File: src/rtl/mod_atan2_16_if.sv
// mod_atan2_16_if -- request/response bundle for the atan2 block.
// The requester drives the sample pair and valid and accepts the phase;
// the block drives ready, the phase result and its valid flag.
interface mod_atan2_16_if;
   logic signed [15:0] i_x;
   logic signed [15:0] i_y;
   logic               i_valid;
   logic               o_ready;
   logic signed [15:0] o_angle;
   logic               o_valid;
   logic               i_ready;

   modport master (
      output i_x, i_y, i_valid, i_ready,
      input  o_ready, o_angle, o_valid
   );

   modport slave (
      input  i_x, i_y, i_valid, i_ready,
      output o_ready, o_angle, o_valid
   );
endinterface

File: src/rtl/mod_atan2_16.sv
// mod_atan2_16 -- iterative CORDIC vectoring atan2.
// One request at a time: accept in IDLE, ITER micro-rotations in ROT,
// hold the phase in DONE until the consumer takes it.
// Phase format: 0x2000 = pi/2, 0x4000 = pi; result range (-0x4000, 0x4000].
module mod_atan2_16 #(
   parameter int ITER = 14
) (
   input  logic           i_clk,
   input  logic           i_rst,
   mod_atan2_16_if.slave  bus
);

   localparam logic [1:0] S_IDLE = 2'd0;
   localparam logic [1:0] S_ROT  = 2'd1;
   localparam logic [1:0] S_DONE = 2'd2;

   // z carries two extra fractional bits: pi/2 = 32768, pi/4 = 16384
   localparam logic signed [18:0] Z_HALF_PI = 19'sd32768;

   logic [1:0]         state;
   logic [4:0]         iter;
   logic signed [18:0] x;
   logic signed [18:0] y;
   logic signed [18:0] z;
   logic               zero_in;
   logic signed [15:0] angle;

   logic signed [18:0] x_sh;
   logic signed [18:0] y_sh;
   logic signed [18:0] x_nx;
   logic signed [18:0] y_nx;
   logic signed [18:0] z_nx;

   logic signed [18:0] cx;
   logic signed [18:0] cy;

   // atan(2^-i) in z units (pi/65536 per LSB), rounded to nearest
   function automatic logic signed [18:0] atan_tab(input logic [4:0] i);
      case (i)
         5'd0:    atan_tab = 19'sd16384;
         5'd1:    atan_tab = 19'sd9672;
         5'd2:    atan_tab = 19'sd5110;
         5'd3:    atan_tab = 19'sd2594;
         5'd4:    atan_tab = 19'sd1302;
         5'd5:    atan_tab = 19'sd652;
         5'd6:    atan_tab = 19'sd326;
         5'd7:    atan_tab = 19'sd163;
         5'd8:    atan_tab = 19'sd81;
         5'd9:    atan_tab = 19'sd41;
         5'd10:   atan_tab = 19'sd20;
         5'd11:   atan_tab = 19'sd10;
         5'd12:   atan_tab = 19'sd5;
         5'd13:   atan_tab = 19'sd3;
         5'd14:   atan_tab = 19'sd1;
         5'd15:   atan_tab = 19'sd1;
         default: atan_tab = 19'sd0;
      endcase
   endfunction

   // Drop the two guard bits with round-half-up, then clamp into the
   // half-open phase range; exactly -pi is reported as +pi.
   function automatic logic signed [15:0] round_sat(input logic signed [18:0] zf);
      logic signed [18:0] r;
      r = (zf + 19'sd2) >>> 2;
      if (r >= 19'sd16384)
         round_sat = 16'sh4000;
      else if (r == -19'sd16384)
         round_sat = 16'sh4000;
      else if (r < -19'sd16384)
         round_sat = -16'sh3FFF;
      else
         round_sat = r[15:0];
   endfunction

   // Sign-extend the captured samples into the 19-bit working width
   always_comb begin
      cx = {{3{bus.i_x[15]}}, bus.i_x};
      cy = {{3{bus.i_y[15]}}, bus.i_y};
   end

   // One micro-rotation driving y toward zero, using pre-update x/y
   always_comb begin
      x_sh = x >>> iter;
      y_sh = y >>> iter;
      x_nx = x;
      y_nx = y;
      z_nx = z;
      if (y >= 19'sd0) begin
         x_nx = x + y_sh;
         y_nx = y - x_sh;
         z_nx = z + atan_tab(iter);
      end else begin
         x_nx = x - y_sh;
         y_nx = y + x_sh;
         z_nx = z - atan_tab(iter);
      end
   end

   // Control FSM plus working registers; reset aborts any operation
   always_ff @(posedge i_clk or posedge i_rst) begin
      if (i_rst) begin
         state   <= S_IDLE;
         iter    <= 5'd0;
         x       <= 19'sd0;
         y       <= 19'sd0;
         z       <= 19'sd0;
         zero_in <= 1'b0;
         angle   <= 16'sd0;
      end else begin
         case (state)
            S_IDLE: begin
               if (bus.i_valid) begin
                  iter    <= 5'd0;
                  zero_in <= (bus.i_x == 16'sd0) && (bus.i_y == 16'sd0);
                  state   <= S_ROT;
                  // Fold the left half-plane into the right so CORDIC converges
                  if (!cx[18]) begin
                     x <= cx;
                     y <= cy;
                     z <= 19'sd0;
                  end else if (!cy[18]) begin
                     x <= cy;
                     y <= -cx;
                     z <= Z_HALF_PI;
                  end else begin
                     x <= -cy;
                     y <= cx;
                     z <= -Z_HALF_PI;
                  end
               end
            end
            S_ROT: begin
               x    <= x_nx;
               y    <= y_nx;
               z    <= z_nx;
               iter <= iter + 5'd1;
               if (iter == 5'(ITER - 1)) begin
                  state <= S_DONE;
                  // A zero vector has no direction; report phase 0
                  angle <= zero_in ? 16'sd0 : round_sat(z_nx);
               end
            end
            S_DONE: begin
               if (bus.i_ready)
                  state <= S_IDLE;
            end
            default: state <= S_IDLE;
         endcase
      end
   end

   assign bus.o_ready = (state == S_IDLE) && !i_rst;
   assign bus.o_valid = (state == S_DONE);
   assign bus.o_angle = angle;

endmodule
File: src/flat_wrapper.sv
// flat-port wrapper written by rule: the top's interface ports become plain ports
module mod_atan2_16_flat 
#(
   parameter int ITER = 14
)
  (i_clk, i_rst, bus_i_x, bus_i_y, bus_i_valid, bus_i_ready, bus_o_ready, bus_o_angle, bus_o_valid);
  mod_atan2_16_if bus_i ();
  input  logic i_clk;
  input  logic i_rst;
  input wire logic [$bits(bus_i.i_x)-1:0] bus_i_x;
  input wire logic [$bits(bus_i.i_y)-1:0] bus_i_y;
  input wire logic [$bits(bus_i.i_valid)-1:0] bus_i_valid;
  input wire logic [$bits(bus_i.i_ready)-1:0] bus_i_ready;
  output wire logic [$bits(bus_i.o_ready)-1:0] bus_o_ready;
  output wire logic [$bits(bus_i.o_angle)-1:0] bus_o_angle;
  output wire logic [$bits(bus_i.o_valid)-1:0] bus_o_valid;
  assign bus_i.i_x = bus_i_x;
  assign bus_i.i_y = bus_i_y;
  assign bus_i.i_valid = bus_i_valid;
  assign bus_i.i_ready = bus_i_ready;
  assign bus_o_ready = bus_i.o_ready;
  assign bus_o_angle = bus_i.o_angle;
  assign bus_o_valid = bus_i.o_valid;
  mod_atan2_16 #(.ITER(ITER)) u_core (.i_clk(i_clk), .i_rst(i_rst), .bus(bus_i));
endmodule
File: config.mk
export PLATFORM = sky130hd
export DESIGN_NAME = mod_atan2_16_flat
export DESIGN_NICKNAME = d
export VERILOG_FILES = /design/src/rtl/mod_atan2_16_if.sv /design/src/rtl/mod_atan2_16.sv /design/src/flat_wrapper.sv
export SDC_FILE = /design/constraint.sdc
export NUM_CORES = 1
export LEC_CHECK = 0
export CORE_UTILIZATION = 33
export CTS_BUF_LIST = sky130_fd_sc_hd__clkbuf_8
export CTS_CLUSTER_SIZE = 24
export DETAILED_ROUTE_END_ITERATION = 6
export GPL_TIMING_DRIVEN = 0
export HOLD_SLACK_MARGIN = 0.02
export PLACE_DENSITY = 0.46
export SETUP_SLACK_MARGIN = 0.02
export SYNTH_ARGS = -nofsm -noshare
export SYNTH_HDL_FRONTEND = slang
export SYNTH_SLANG_ARGS = --single-unit
File: constraint.sdc
create_clock -name i_clk -period 9.5 [get_ports i_clk]
set_input_delay 1.425 -clock i_clk [delete_from_list [all_inputs] [get_ports i_clk]]
set_output_delay 1.425 -clock i_clk [all_outputs]
set_load 0.1 [all_outputs]
# Word level (Yosys, flattened, before mapping)
# Memory sizes are Yosys's and may differ from the RTL's.
# Cells that the tools add are included.
[word_totals]
regBits = 81
romBits = 480
in_bits = 36
elab_cells = 71
memories = 2
[op_classes]
add_sub_neg = 10
magnitude_cmp = 3
n_eq_ne = 7
n_shift = 2
muxes = 29
reduce_logical = 11
[memory_table]
columns = ["memory", "depth", "word_bits", "rd", "rd_clocked_by_memory_dff", "write_ports", "line_no", "text"]
rows = [
  ["(name not given)", 16, 15, 1, 0, 0, "mod_atan2_16.sv:39", "case (i)"],
  ["(name not given)", 16, 15, 1, 0, 0, "mod_atan2_16.sv:39", ""],
]
[ops]
columns = ["operator", "count"]
rows = [
  ["19-bit 2-to-1 mux", 16],
  ["19-bit one-hot mux with 2 select lines", 3],
  ["16-bit 2-to-1 mux", 4],
  ["19-bit adder", 3],
  ["19-bit subtractor", 3],
  ["16-bit negator with 19-bit output", 2],
  ["19-bit by 5-bit >>> shifter with 19-bit output", 2],
  ["16-bit logical NOT", 2],
  ["19-bit by 3-bit adder with 19-bit output, second input constant", 1],
  ["19-bit by 1-bit greater-or-equal comparator with 1-bit output, second input constant", 1],
  ["17-bit by 15-bit == test with 1-bit output, second input constant", 1],
  ["17-bit by 16-bit greater-or-equal comparator with 1-bit output, second input constant", 1],
  ["17-bit by 15-bit less-than comparator with 1-bit output, second input constant", 1],
  ["5-bit one-hot mux with 2 select lines", 1],
  ["2-bit 2-to-1 mux", 3],
  ["2-bit one-hot mux with 3 select lines", 1],
  ["2-bit AND reduction", 3],
  ["5-bit by 1-bit adder with 5-bit output, second input constant", 1],
  ["5-bit by 4-bit == test with 1-bit output, second input constant", 1],
  ["5-bit 2-to-1 mux", 1],
  ["2-bit != test, second input constant", 2],
  ["3-bit AND reduction", 1],
  ["2-bit by 1-bit == test with 1-bit output, second input constant", 1],
  ["2-bit == test, second input constant", 1],
  ["other kinds (5)", 6],
]

# Depth between registers and ports, before layout
# Gate-level depths: netlist of run 1.
# An unclocked memory read counts as a cell.
[depth]
ltp_word = 11
depth_mapped = 28

# Worst setup path after synthesis of run 1
# No wires, ideal clock.
[synth_path]
kind = "register to register"
startpoint = "register u_core.iter[2]"
endpoint = "register u_core.angle[3], in the netlist u_core.bus.o_angle[3]"
setup_time_ps = 93
arrival_time_ps = 6136
t_required_ps = 9407
path_slack_ps = 3271
stages_incl_launch_ff = 28
path_buffers = 7
path_cell_list = "dfrtp_1 buf_2 buf_2 buf_1 clkbuf_1 buf_1 o211ai_1 nand3_1 ha_1 or3b_4 or4_4 nand2_1 inv_1 a31oi_1 xor2_1 ha_1 clkbuf_1 inv_1 nor3_1 a21oi_1 o21a_1 o311ai_1 nand4_1 xnor2_4 nor3_2 a31oi_4 buf_6 o31ai_2"
[synth_between]
elab_chain_cells = 11
elab_cells_between_ends = 19
classes_between = "add/sub: 3; order compare: 2; eq/ne: 2; mux: 9; reduce/logical: 1; memory: 2"
[synth_rtl]
columns = ["element", "line_no", "text"]
rows = [
  ["start: declaration", "mod_atan2_16.sv:21", "logic [4:0] iter;"],
  ["start signal: assignment", "mod_atan2_16.sv:136", "iter <= iter + 5'd1;"],
  ["memory 16 x 15 bit", "-", ""],
  ["19-bit 2-to-1 mux", "mod_atan2_16.sv:39", ""],
  ["19-bit 2-to-1 mux", "mod_atan2_16.sv:88", "if (y >= 19'sd0) begin"],
  ["19-bit subtractor or 19-bit adder (tied branches)", "mod_atan2_16.sv:95, mod_atan2_16.sv:91", ""],
  ["19-bit 2-to-1 mux", "mod_atan2_16.sv:88", ""],
  ["19-bit by 3-bit adder with 19-bit output", "mod_atan2_16.sv:64", "r = (zf + 19'sd2) >>> 2;"],
  ["17-bit by 15-bit less-than comparator with 1-bit output", "mod_atan2_16.sv:69", "else if (r < -19'sd16384)"],
  ["16-bit 2-to-1 mux", "mod_atan2_16.sv:69", ""],
  ["16-bit 2-to-1 mux", "mod_atan2_16.sv:67", "else if (r == -19'sd16384)"],
  ["16-bit 2-to-1 mux", "mod_atan2_16.sv:65", "if (r >= 19'sd16384)"],
  ["16-bit 2-to-1 mux", "mod_atan2_16.sv:140", "angle <= zero_in ? 16'sd0 : round_sat(z_nx);"],
  ["end signal: assignment", "mod_atan2_16.sv:140", ""],
  ["end: declaration", "mod_atan2_16.sv:26", "logic signed [15:0] angle;"],
]
# Several ways; a longest one is shown, not always the timed one. The select of a mux whose other input is x is not followed.
# A chain may end at the register's enable or synchronous reset.

# Final worst setup path of run 1
[layout_path]
startpoint = "register u_core.iter[2]"
endpoint = "register u_core.angle[4], in the netlist u_core.bus.o_angle[4]"
# Same word-level chain as after synthesis.

==> out/metrics.yaml, run 1 <==
outcome:
  status: "completed"
yosys:
  yosysSeqAreaShare_pct: 18.9
  synthArstFlopShare_pct: 100
  synth_compound_area_share_pct: 25.1
  yosysWarningCount: 0
  avgSynthCellArea_sq_um: 7.83
  synth_seq_cells: 81
  syn_nets: 1478
  synth-xor-area-share_pct: 10.4
  synth_edf_count: 0
  netlist_area_sq_um: 10700
  synthAdderAreaFrac_pct: 8.36
  synth_mux_area_share_pct: 10.4
  synth_top_family_by_area: "compound AO/OA/AOI/OAI gates"
  synth_ff_type: "dfrtp_1"
  syn_inst: 1372
  synthSimpleGateAreaFrac_pct: 21.6
  synth.distinct_cells: 90
global_route:
  antenna_found_initial: 0
  grt_max_degree: 46
  grt_pass1_wl_mm: 62.7
  grt_usage_pct: 24.9
  overflow: 0
  grt_pass1_vias: 10500
layout:
  final_layout_size_suffix_gt1_share_pct: 7.78
  instances_no_fill: 1875
  final_common_cell: "nand2_1"
  diodes: 0
  final_net_count: 1541
  fill_cells: 3393
  mostFrequentLayoutCells: "nand2_1, nor2_1, a21oi_1, o21ai_0, dfrtp_1"
  syn_to_final_growth_pct: 12.4
  design_area_sq_um: 12100
floorplan:
  fp.dieW_um: 182
  start_util_pct: 33.8
  core_sq_um: 31800
  ios: 54
  die_area_sq_um: 33300
  die_h_um: 182
  rows: 65
worst_setup_path:
  critical_path_class: "reg2reg"
  crit_path_end_kind: "register"
  crit_fanout: 10
  worst-path-buf-inv: 9
  arrival_ns: 8.08
  start_kind: "register"
  cp.required_ns: 9.80
  slowest_stage: "buf_1"
  worst-r2r-setup-slack_ns: 1.72
  timing.rr.start: "u_core.iter[2]"
  regToRegEndpoint: "u_core.bus.o_angle[4]"
  critPathTopFamily: "buffers and inverters"
  reg2reg_depth: 27
  worst_path_largest_cell_delay_ns: 0.56
timing:
  fmax_mhz: 129
  fin_setup_tns_ns: 0
  slew_viol_final: 0
  max-slew-margin-rel_pct: 34.0
  setup_viol: 0
  skew_ns: 0.0239
  grt_setup_unrepaired: "no"
  hold_viol_final: 0
  tightestPinTransition_ns: 0.987
  fin_crit_sh_pct: 81.9
  min_period_ns: 7.78
route:
  dr.pass1.iters: 5
  wl_mm: 40.7
  wl_per_cell_um: 21.7
  first_iter_violations: 671
  route.detailed.drc: 0
  ant_nets: 0
  vias: 10700
  detail_route.vias_per_cell: 5.71
hold_path:
  holdPathStages: 2
  min_from: "u_core.bus.o_angle[1]"
  hold_path_class: "reg2reg"
  whs_endpoint: "u_core.bus.o_angle[1]"
placed_design:
  hpwl_mm: 32.6
  placed_area_sq_um: 11800
  place_inst: 1859
  gp_congestion: 0.940
  port_buffers: 51
cts:
  cts_tree: "built"
  clock-root-buffer: "clkbuf_8"
  numCtsBuffers: 9
  clk_latency_ns: 0.40
  clk_pin_slew_ns: 0.11
  post_cts_buffers: 0
  hold_buffers: 0
  cts_buffer_depth: 2
  clock_sinks: 81
  htreeDepth: 3
  cts_resized: 0
flow_run:
  maxCapViolCount: 0
## how the worst max path moves through the flow
stage,cells after the start,start,to
2_1_floorplan,27,u_core.iter[2],u_core.bus.o_angle[3]
3_3_place_gp,27,u_core.iter[2],u_core.bus.o_angle[4]
3_5_place_dp,27,u_core.iter[2],u_core.bus.o_angle[4]
4_1_cts,27,u_core.iter[2],u_core.bus.o_angle[4]
5_1_grt,27,u_core.iter[2],u_core.bus.o_angle[4]
6_report,27,u_core.iter[2],u_core.bus.o_angle[4]
## state kept, by name, indices dropped and copies added, names as in the netlist
name and cells:
u_core.y 19, u_core.z 19, u_core.x 19, u_core.state 2, u_core.zero_in 1, u_core.iter 5
u_core.bus.o_angle 16
## synthesized netlist by cell type, drive strengths merged (18+ instances only)
library cell	count	area, sq um
nand2	146	548
nor2	127	479
a21oi	105	529
o21ai	99	499
dfrtp	81	2030
xnor2	72	676
ha	67	838
a211oi	57	443
clkbuf	53	199
nand3	53	265
xor2	50	438
inv	46	173
mux2i	41	414
nor3	33	175
buf	31	198
o31ai	29	268
mux4	27	619
nand2b	22	138
nor2b	18	120
## logic make-up (layout without fill, tap and decap cells)
family	Yosys count	after routing
muxes	75	75
xor gates and xnor gates	122	122
AOI/OAI and AO/OA	408	408
buffers and inverters	132	200
and+or+nand+nor	484	484
DFF	81	81
adders and majority gates	70	70
## metal layers
metal | routed length (um) | vias to the layer above | share of wire [%] | track usage, %
li1 | - | 5169 | - | -
met1 | 17500 | 5161 | 43 | 31.2
met2 | 19900 | 302 | 49 | 43.7
met3 | 1840 | 65 | 4.5 | 2.81
met4 | 1440 | 0 | 3.5 | 9.11
met5 | 0 | - | 0 | 0
## layout make-up
type / instances / area, sq um / share of cell area, %
Tap cell: 435 / 544 / 4.51
Timing Repair Buffer: 52 / 538 / 4.46
Buffer: 84 / 397 / 3.29
Inverter: 48 / 183 / 1.51
Sequential cell: 81 / 2030 / 16.8
Clock buffer: 9 / 124 / 1.03
Multi-Input combinational cell: 1159 / 8140 / 67.4
Clock inverter: 7 / 119 / 0.985
## stage by stage
| stage | util (%) | setup slack [ns] | hold WS (ns) |
|---|---|---|---|
| global route | 38.0 | 1.09 | 0.506 |
| detailed placement | 37.2 | 1.76 | 0.466 |
| finish | 38.0 | 1.72 | 0.479 |
| CTS | 38.0 | 1.67 | 0.486 |
| floorplan | - | 3.27 | 0.458 |
| global placement | 37.1 | 1.75 | 0.461 |
## tightest hold or removal path, cell delays in order (launching register included)
cell     delay, ns
dfrtp_1       0.35
nand2_1       0.06
o21ai_2       0.05
Power of run 1 is not shown: default switching activity piles up to over one toggle a cycle in this logic, so the estimate is an artifact.
==> run 2, diff against run 1 <==
Settings changed: PLACE_DENSITY 0.46 to 0.48.
Clock period 9.5 ns to 6.54 ns, I/O delays scaled along.
==> out/metrics.yaml, run 2 (synthesis results as in run 1) <==
global_route:
  antenna_found_initial: 0  # unchanged
  grt_pass1_wl_mm: 61.7  # -1.6%
  grt_usage_pct: 24.3  # -0.59 points
  overflow: 0  # unchanged
  grt_max_degree: 65  # +41%
  grt_pass1_vias: 10500  # +0.21%
placed_design:
  hpwl_mm: 32.0  # -1.9%
  gp_congestion: 0.944  # +0.51%
  pre_cts_slack_ns: -1.19  # -2.94 ns
  place_inst: 1859  # unchanged
  port_buffers: 51  # unchanged
timing:
  max-slew-margin-rel_pct: 28.2  # -5.8 points
  fin_crit_sh_pct: 94.0  # +12 points
  skew_ns: 0.0210  # -0.00291 ns
  grt_setup_unrepaired: "no"
  setup_viol: 0  # unchanged
  fmax_mhz: 163  # +26%
  layout_setup_ws_ns: 0.389  # -1.33 ns
  hold_viol_final: 0  # unchanged
  tightestPinTransition_ns: 1.07  # +0.0824 ns
  hold_slack_ns: 0.481  # +0.00185 ns
  slew_viol_final: 0  # unchanged
  min_period_ns: 6.15  # -1.63 ns
worst_setup_path:
  worst_path_largest_cell_delay_ns: 0.54  # -0.02 ns
  cp.required_ns: 6.85  # -2.95 ns
  worst-path-buf-inv: 7  # -2
  reg2reg_depth: 25  # -7.4%
  path_depth: 25  # -7.4%
  worst-r2r-setup-slack_ns: 0.39  # -1.33 ns
  path_common_cell: "buf_6"
  critical_path_class: "reg2reg"
  arrival_ns: 6.46  # -1.62 ns
  crit_start: "u_core.iter[1]"
  crit_path_end_kind: "register"
  regToRegEndpoint: "u_core.bus.o_angle[4]"
  critPathTopFamily: "simple AND/OR/NAND/NOR gates"
  crit_fanout: 10  # unchanged
  start_kind: "register"
  timing.rr.start: "u_core.iter[1]"
  slowest_stage: "or4_4"
floorplan:
  die_area_sq_um: 33300  # unchanged
  rows: 65  # unchanged
  fp.dieW_um: 182  # unchanged
  ios: 54  # unchanged
  core_sq_um: 31800  # unchanged
  die_h_um: 182  # unchanged
  start_util_pct: 33.8  # unchanged
route:
  wl_per_cell_um: 21.3  # -1.7%
  vias: 10700  # -0.0093%
  detail_route.vias_per_cell: 5.72  # +0.20%
  ant_nets: 0  # unchanged
  route.detailed.drc: 0  # unchanged
  first_iter_violations: 700  # +4.3%
  dr.pass1.iters: 7  # +2
  wl_mm: 39.9  # -1.9%
cts:
  clk_latency_ns: 0.41  # about the same
  clk_pin_slew_ns: 0.11  # about the same
  hold_buffers: 0  # unchanged
  numCtsBuffers: 9  # unchanged
  cts_buffer_depth: 2  # unchanged
  cts_tree: "built"
  htreeDepth: 3  # unchanged
  clock_sinks: 81  # unchanged
  clock-root-buffer: "clkbuf_8"
layout:
  fill_cells: 3363  # -0.88%
  syn_to_final_growth_pct: 14.1
  final_common_cell: "nand2_1"
  final_net_count: 1537  # -0.26%
  instances_no_fill: 1871  # -0.21%
  multi_input_area_sq_um: 8330  # +2.4%
  largest_registers: "u_core.x: 19 flops, u_core.y: 19 flops, u_core.z: 19 flops"
  final_layout_size_suffix_gt1_share_pct: 10.1  # +2.3 points
  diodes: 0  # unchanged
  mostFrequentLayoutCells: "nand2_1, nor2_1, a21oi_1, o21ai_0, dfrtp_1"
  regArea_sq_um: 2030  # unchanged
flow_run:
  maxCapViolCount: 0  # unchanged
hold_path:
  holdPathStages: 2  # unchanged
  hold_path_class: "reg2reg"
  whs_endpoint: "u_core.bus.o_angle[0]"
  min_from: "u_core.bus.o_angle[0]"
outcome:
  status: "completed"
==> run 2: cell types whose count changed in the layout (fill, tap and decap cells not counted), moves of 3 or more <==
cell	before	now
a21oi_2	1	5
xnor2_1	69	66
buf_1	10	6
clkbuf_1	53	46
buf_2	11	8
ha_1	67	64
nor3_4	0	4
xor2_2	0	3
xor2_1	50	47
a21oi_1	104	100
clkbuf_2	0	3
buf_4	3	6
==> run 2: area by class of cell <==
cell class              count  area share (%)
multi-input cells        1159            68.0
flip-flops and latches     81            16.5
repair buffers             55            4.57
well taps                 435            4.44
plain buffers              77            3.24
inverters                  48            1.49
clock buffers              10            1.12
clock inverters             6           0.602
==> run 2: what timing repair did <==
action / CTS / global route
buffers inserted: 0 / 3
endpoints found under the hold margin: 0 / 0
pin swaps: 2 / 3
gates resized for setup: 10 / 42
setup endpoints to repair: 19 / 21
==> run 2: tightest hold or removal path, stage by stage, from the launching register on <==
cell and delay [ns]:
dfrtp_1 0.35, nand2_1 0.05, o41ai_1 0.05
==> run 2: layer usage <==
metal | global-route usage [%] | vias up | share of wire (%) | wire length, um
li1 | - | 5175 | - | -
met5 | 0 | - | 0 | 0
met1 | 30.4 | 5151 | 43 | 17300
met2 | 42.0 | 299 | 48 | 19300
met4 | 9.65 | 0 | 4.0 | 1600
met3 | 3.33 | 71 | 4.5 | 1780
==> run 2: worst max-delay path by stage <==
stage	to	slack, ns
after floorplan	u_core.bus.o_angle[3]	0.31
after global placement	u_core.bus.o_angle[4]	-1.18
after detailed placement	u_core.bus.o_angle[4]	-1.19
after CTS	u_core.bus.o_angle[4]	0.03
after global routing	u_core.bus.o_angle[4]	0.002
final	u_core.bus.o_angle[4]	0.39
==> run 2: per-stage QoR <==
step | util [%] | setup TNS (ns) | instance area (sq um)
finish | 38.5 | 0 | 12300
global route | 38.5 | 0 | 12300
CTS | 37.9 | 0 | 12100
detailed placement | 37.2 | -17.81 | 11800
global placement | 37.1 | -17.81 | 11800
floorplan | - | 0 | 10700
Power of run 2 is left out for the same reason.
==> run 3, diff against run 2 <==
Settings changed: ABC_AREA set to 1.
==> out/metrics.yaml, run 3 <==
cts:
  post_cts_buffers: 0  # unchanged
  hold_buffers: 0  # unchanged
  clk_latency_ns: 0.40  # about the same
  clk_pin_slew_ns: 0.10  # about the same
  htreeDepth: 3  # unchanged
  cts_tree: "built"
  numCtsBuffers: 9  # unchanged
  cts_resized: 0  # -10
  clock-root-buffer: "clkbuf_8"
  clock_sinks: 81  # unchanged
  cts_buffer_depth: 2  # unchanged
route:
  first_iter_violations: 1067  # +52%
  wl_per_cell_um: 19.6  # -8.2%
  route.detailed.drc: 0  # unchanged
  wl_mm: 48.5  # +21%
  detail_route.vias_per_cell: 5.31  # -7.2%
  ant_nets: 0  # unchanged
  dr.pass1.iters: 5  # -2
  vias: 13100  # +23%
yosys:
  yosys-top-cells-count: "nand2_1, inv_1, o21ai_0"
  synth_area_leader_cell: "nand2_1"
  syn_nets: 2064  # +40%
  netlist_area_sq_um: 11400  # +6.5%
  synth_edf_count: 0  # unchanged
  synth_seq_cells: 81  # unchanged
  syn_inst: 1958  # +43%
  synthArstFlopShare_pct: 100  # unchanged
  synth.distinct_cells: 56  # -38%
  avgSynthCellArea_sq_um: 5.84  # -25%
  yosysSeqAreaShare_pct: 17.7  # -1.2 points
  post-synth-top-count-cell: "nand2_1"
  yosysTopAreaCellShare_pct: 21.4  # +2.6 points
  synth_ff_type: "dfrtp_1"
  ys_top_cells_by_area: "nand2_1, dfrtp_1, o21ai_0"
  yosysWarningCount: 0  # unchanged
layout:
  final_net_count: 2128  # +38%
  final_common_cell: "nand2_1"
  syn_to_final_growth_pct: 11.3
  mostFrequentLayoutCells: "nand2_1, inv_1, o21ai_0, nand3_1, nor2_1"
  diodes: 0  # unchanged
  final_layout_size_suffix_gt1_share_pct: 6.12  # -4.0 points
  largest_registers: "u_core.x: 19 flops, u_core.y: 19 flops, u_core.z: 19 flops"
  fill_cells: 3791  # +13%
placed_design:
  hpwl_mm: 40.4  # +27%
  port_buffers: 52  # +2.0%
  gp_congestion: 0.992  # +5.1%
global_route:
  grt_usage_pct: 27.6  # +3.3 points
  antenna_found_initial: 0  # unchanged
  grt_pass1_wl_mm: 74.4  # +21%
  grt_max_degree: 50  # -23%
  grt_pass1_vias: 12300  # +17%
  overflow: 0  # unchanged
floorplan:
  die_h_um: 188  # +3.2%
  fp.dieW_um: 188  # +3.2%
  start_util_pct: 33.9  # +0.082 points
  core_sq_um: 33800  # +6.2%
  ios: 54  # unchanged
  rows: 67  # +3.1%
  die_area_sq_um: 35400  # +6.4%
worst_setup_path:
  crit_fanout: 12  # +2
  cp.required_ns: 6.83  # -0.02 ns
  crit_path_end_kind: "register"
  path_common_cell: "nand2_1"
  regToRegEndpoint: "u_core.bus.o_angle[7]"
  critical_path_class: "reg2reg"
  worst-r2r-setup-slack_ns: 0.91  # +0.52 ns
  start_kind: "register"
  crit_end: "u_core.bus.o_angle[7]"
  worst_path_largest_cell_delay_ns: 0.46  # -0.08 ns
  crit_start: "u_core.iter[1]"
  timing.rr.start: "u_core.iter[1]"
  slowest_stage: "dfrtp_1"
  arrival_ns: 5.92  # -0.54 ns
  reg2reg_depth: 31  # +24%
hold_path:
  hold_path_class: "reg2reg"
outcome:
  status: "completed"
timing:
  fmax_mhz: 178  # +9.3%
  tightestPinTransition_ns: 1.01  # -0.0571 ns
  slew_viol_final: 0  # unchanged
  min_period_ns: 5.63  # -0.521 ns
  grt_setup_unrepaired: "no"
  max-slew-margin-rel_pct: 32.3  # +4.1 points
  hold_viol_final: 0  # unchanged
  fin_crit_sh_pct: 86.1  # -8.0 points
  setup_viol: 0  # unchanged
  fin_setup_tns_ns: 0  # unchanged
  skew_ns: 0.0173  # -0.00363 ns
flow_run:
  maxCapViolCount: 0  # unchanged
[run 3: cell types whose count changed in the layout (fill, tap and decap cells not counted), moves of 30 or more]
cell	change
nand2_1	+507
inv_1	+152
mux2i_1	-30
o21ai_0	+87
a211oi_1	-54
nand3_1	+110
xnor2_1	-52
[run 3: final cells by class]
type	count	area, sq um	share of cell area (%)
multi-input cells	1596	8260	64.9
flip-flops and latches	81	2030	15.9
inverters	209	790	6.20
well taps	448	561	4.40
repair buffers	53	541	4.24
plain buffers	72	364	2.86
clock buffers	9	124	0.973
clock inverters	6	66.3	0.521
[run 3: cell families (layout without fill, tap and decap cells)]
| logic type | count (synthesis) | in the layout | synth area share (%) |
|---|---|---|---|
| simple gates | 1092 | 1092 | 41.2 |
| buf+inv | 281 | 349 | 10.1 |
| xor+xnor | 51 | 51 | 3.90 |
| mux | 10 | 10 | 0.875 |
| flops | 81 | 81 | 17.7 |
| compound gates | 373 | 373 | 18.4 |
| fa+ha+maj | 70 | 70 | 7.85 |
[run 3: worst min path at each step]
| stage | from | to | slack, ns | depth (start not counted) |
|---|---|---|---|---|
| 6_report | u_core.bus.o_angle[15] | u_core.bus.o_angle[15] | 0.49 | 2 |
| 4_1_cts | u_core.bus.o_angle[1] | u_core.bus.o_angle[1] | 0.49 | 2 |
| 3_5_place_dp | u_core.bus.o_angle[1] | u_core.bus.o_angle[1] | 0.47 | 2 |
| 2_1_floorplan | u_core.zero_in | u_core.zero_in | 0.45 | 2 |
| 5_1_grt | u_core.bus.o_angle[1] | u_core.bus.o_angle[1] | 0.51 | 2 |
| 3_3_place_gp | u_core.bus.o_angle[13] | u_core.bus.o_angle[13] | 0.46 | 2 |
[run 3: routing by layer]
layer | vias up | track usage [%] | part of all wire, %
met5 | - | 0 | 0
met4 | 0 | 6.47 | 2.0
met3 | 32 | 3.56 | 5.7
met2 | 398 | 43.3 | 43
met1 | 6096 | 39.9 | 49
li1 | 6599 | - | -
[run 3: critical path, delay by kind of cell, from the launching register on]
| kind | cells | cell delay (ns) |
|---|---|---|
| buffers and inverters | 6 | 1.05 |
| AND/OR/NAND/NOR | 17 | 2.10 |
| XOR/XNOR | 1 | 0.24 |
| flip-flops | 1 | 0.46 |
| adder cells (fa/ha/maj) | 3 | 0.95 |
| AO/OA/AOI/OAI | 4 | 0.67 |
[run 3: metrics by stage]
stage / worst slack (ns) / cells / utilization (%) / hold WS [ns] / cell area, sq um
finish: 0.911 / 2474 / 37.7 / 0.486 / 12700
CTS: 0.942 / 2474 / 37.7 / 0.489 / 12700
detailed placement: 0.971 / 2459 / 37.1 / 0.468 / 12500
floorplan: 2.23 / 1958 / - / 0.452 / 11400
global route: 0.442 / 2474 / 37.7 / 0.506 / 12700
global placement: 1.00 / 2458 / 37.1 / 0.463 / 12500
Power of run 3 is left out for the same reason.
